==> config.mk <==
export PLATFORM = sky130hd
export DESIGN_NAME = program_loader
export DESIGN_NICKNAME = d
export VERILOG_FILES = /design/src/rtl/program_loader.sv
export SDC_FILE = /design/constraint.sdc
export NUM_CORES = 1
export LEC_CHECK = 0
export CORE_MARGIN = 10
export CORE_UTILIZATION = 40
export DETAILED_ROUTE_END_ITERATION = 10
export PLACE_DENSITY = 0.71
export SETUP_SLACK_MARGIN = 0.1
export SLEW_MARGIN = 40
export SYNTH_ARGS = -nofsm -noshare
export SYNTH_HDL_FRONTEND = slang
export SYNTH_SLANG_ARGS = --single-unit
==> constraint.sdc <==
create_clock -name clk -period 2.94 [get_ports clk]
set_clock_uncertainty 0.15 [all_clocks]
set_input_delay 0.588 -clock clk [delete_from_list [all_inputs] [get_ports clk]]
set_output_delay 0.588 -clock clk [all_outputs]
set_load 0.1 [all_outputs]
==> src/rtl/program_loader.sv <==
// Byte-serial loader: count, MSB-first 32-bit words and XOR checksum in; one RAM write per word,
// one cycle after its 4th byte. in_ready drops in IDLE/WRITE/RUN/ERROR, so bytes stall there.
module program_loader #(
    parameter int ADDR_WIDTH = 8,
    parameter int DATA_WIDTH = 32
) (
    input  logic                  clk,
    input  logic                  reset,
    input  logic                  start,
    input  logic                  in_valid,
    input  logic [7:0]            in_data,
    output logic                  in_ready,
    output logic                  mem_save,
    output logic [ADDR_WIDTH-1:0] mem_addr,
    output logic [DATA_WIDTH-1:0] mem_data,
    output logic                  busy,
    output logic                  run,
    output logic                  error
);

    typedef enum logic [2:0] {
        IDLE, COUNT, DATA, WRITE, CHECK, RUN, ERROR
    } state_t;

    state_t                state, next;
    logic [7:0]            count;
    logic [7:0]            widx;
    logic [1:0]            byte_cnt;
    logic [7:0]            csum;
    logic [DATA_WIDTH-1:0] word;
    logic                  accept;

    assign accept = in_valid && in_ready;

    always_ff @(posedge clk or posedge reset) begin
        if (reset) state <= IDLE;
        else       state <= next;
    end

    always_comb begin
        next     = state;
        in_ready = 1'b0;
        mem_save = 1'b0;
        busy     = 1'b0;
        run      = 1'b0;
        error    = 1'b0;
        case (state)
            IDLE: if (start) next = COUNT;
            COUNT: begin
                in_ready = 1'b1;
                busy     = 1'b1;
                if (in_valid) next = (in_data == 8'd0) ? CHECK : DATA;
            end
            DATA: begin
                in_ready = 1'b1;
                busy     = 1'b1;
                if (in_valid && byte_cnt == 2'd3) next = WRITE;
            end
            WRITE: begin
                mem_save = 1'b1;
                busy     = 1'b1;
                next     = (widx + 8'd1 == count) ? CHECK : DATA;
            end
            CHECK: begin
                in_ready = 1'b1;
                busy     = 1'b1;
                if (in_valid) next = (in_data == csum) ? RUN : ERROR;
            end
            RUN: begin
                run = 1'b1;
                if (start) next = COUNT;
            end
            ERROR: begin
                error = 1'b1;
                if (start) next = COUNT;
            end
            default: next = IDLE;
        endcase
    end

    // mem_addr/mem_data are loaded on the 4th byte so they are already valid during WRITE.
    always_ff @(posedge clk or posedge reset) begin
        if (reset) begin
            count    <= '0;
            widx     <= '0;
            byte_cnt <= '0;
            csum     <= '0;
            word     <= '0;
            mem_addr <= '0;
            mem_data <= '0;
        end else begin
            case (state)
                COUNT: if (accept) begin
                    count    <= in_data;
                    widx     <= '0;
                    byte_cnt <= '0;
                    csum     <= '0;
                end
                DATA: if (accept) begin
                    word     <= {word[DATA_WIDTH-9:0], in_data};
                    csum     <= csum ^ in_data;
                    byte_cnt <= byte_cnt + 2'd1;
                    if (byte_cnt == 2'd3) begin
                        mem_addr <= ADDR_WIDTH'(widx);
                        mem_data <= {word[DATA_WIDTH-9:0], in_data};
                    end
                end
                WRITE: widx <= widx + 8'd1;
                default: ;
            endcase
        end
    end

endmodule

==> metrics.txt <==
grt met1 use=15.7%; total global routing overflow=0; clock-pin slew on the worst setup and hold paths=0.09 ns; Tot GR Track Use=12.9%; drt total wl=9210 um; Rel. slew slack=62.7%; Setup CP Type=flip-flop to primary output; Syn Area/Cell=11.0 um^2; gr busiest metal=met2; Hold Slack=0.332 ns; Vias=3,002; grt met2 use=21.8%; Vias/cell=5.17; count of pins over their slew limit=0; DIE WIDTH=122 um; Top FF cell, synth=dfrtp_1; Max Cap Viol=0; # setup viols final=0; Synth Net Count=392; worst-path fanout max=15; Initial DRT Pass Iterations=4; GR Util met3=3.33%; vias in the first global route=3,013; Seq/Total Area, Yosys=56.1%; final worst-path cycle share=89.0%; GP Congestion=0.849; Post-Syn Instances=378; Post-CTS Hold Buffers=0; setup_tns=0 ns; H-tree levels=3; Fmax=0.382 GHz; Clock Path Buffers=2; Yosys reg bits=93; Startpoint Class=flip-flop; area grow syn2layout=22.5%; Post-Syn Area=4150 um^2; status=finished, final reports clean; root buffer cell=clkbuf_8; first-pass GRT wire length=15,400 um; Async SR Flop Fraction=100%; CP arrival=1.88 ns; die area=14,800 um^2; largest net degree at the start of global routing=52; TritonCTS clock tree=done; hpwl dp=6530 um; Final ANT Viol Nets=0; # port buffers=56; initial antenna violation count=0; Worst Setup End Kind=primary output; Final Hold Fails=0; Initial Util=40.5%; average wire per standard cell=15.9 um; row count=37; Starting DRT DRC Count=140; TritonCTS Buffers=9; Tmin final=2.62 ns; synth unique cells=52; drt drc=0; fin nets=454; CP Data Required Time=2.20 ns; clock network latency to the later pin of the worst-skew pair=0.35 ns; Die Y=122 um; Worst Tran Pin Value=0.558 ns; RSZ-0062 raised after global routing=false; antenna cells=0; Clock Sinks=93; number of synthesis warnings=0; number of flops mapped to enable cells by yosys=0; HP Class=flip-flop to flip-flop; I/O pins=57; core box area=10,200 um^2; layout cells sized above 1=29.9%
==> per-layer routing <==
layer	share of wire [%]	wire length (um)
met1	43	3950
met2	52	4760
met3	4.5	412
met4	0.92	85
met5	0	0
==> cell usage in the layout (no fill, tap or decap), types with 4 or more instances in the layout <==
master / synthesis / routed
xnor2_1: 7 / 7
buf_12: 0 / 4
clkbuf_8: 0 / 10
mux2_2: 46 / 46
nor4_1: 4 / 4
nand3_1: 6 / 6
xor2_1: 5 / 5
nor2b_1: 10 / 10
nand2_1: 85 / 84
a22o_1: 7 / 7
dfrtp_1: 93 / 92
nor2_1: 15 / 15
buf_4: 4 / 54
clkdlybuf4s50_1: 0 / 11
o21ai_0: 25 / 25
==> final timing paths <==
| check | from | end | slack, ns | depth (start not counted) |
|---|---|---|---|---|
| max reg2reg | widx[0] | state[1] | 0.54 | 7 |
| max in group asynchronous | reset | csum[5] | 1.51 | 3 |
| min in group asynchronous | reset | mem_data[1] | 0.47 | 2 |
| min reg2reg | word[19] | word[19] | 0.33 | 2 |
| max | state[2] | busy | 0.32 | 5 |
| min | word[19] | word[19] | 0.33 | 2 |
==> layout make-up <==
type,count,area [um^2]
Fill cell,927,5150
Tap cell,136,170
Sequential cell,93,2330
Multi-Input combinational cell,261,1710
Timing Repair Buffer,69,596
Clock inverter,5,106
Clock buffer,11,141
Inverter,6,27.5
==> cell usage after synthesis, types with 3 or more instances <==
cell type  count  area share (%)
nor4_1         4            0.60
a32oi_1        3            0.63
a21oi_1        3            0.36
buf_4          4            0.72
a22o_1         7             1.5
nor2_1        15             1.4
nand3_1        6            0.72
dfrtp_1       93              56
buf_2         10             1.2
nor2b_1       10             1.5
xor2_1         5             1.1
o21ai_0       25             3.0
inv_1          4            0.36
clkbuf_1       3            0.27
mux2_2        46              12
xnor2_1        7             1.5
nand4_1        3            0.45
nand2_1       85             7.7
==> what timing repair did <==
item                                    in CTS  in global routing
gates resized for setup                      0                  1
endpoints found under the setup margin       0                  1
setup buffers                                0                  0
==> state kept, by name (all words and copies together) (netlist names) <==
register	cells
byte_cnt	2
count	8
csum	8
mem_addr	8
mem_data	32
state	3
widx	8
word	24
==> metrics by stage <==
stage               worst slack (ns)  util [%]  instance area (um^2)  std cells
finish                         0.324      49.7                  5080        581
global placement               0.281      47.2                  4830        565
detailed placement             0.271      47.2                  4830        565
CTS                            0.184      49.7                  5080        581
floorplan                      0.341         -                  4150        378
global route                   0.214      49.7                  5080        581
==> logic make-up (layout without fill, tap and decap cells) <==
kind of cell	after synthesis	in the layout	share of synthesized area (%)
AND/OR/NAND/NOR	141	141	15.5
flip-flops	93	93	56.1
AO/OA/AOI/OAI	58	58	9.26
multiplexers	47	47	12.7
buffers and inverters	24	91	2.84
XOR/XNOR	13	13	2.93
adder cells (fa/ha/maj)	2	2	0.603
==> worst max-delay path, cell delays in order (launching register included) <==
cell,delay [ns]
dfrtp_1,0.61
nand3b_1,0.17
buf_4,0.18
clkinv_2,0.07
or2_2,0.32
buf_12,0.17
Power is left out: the tool's default activity adds up to more than one toggle a clock period on the data nets, which glitch-free logic cannot reach.
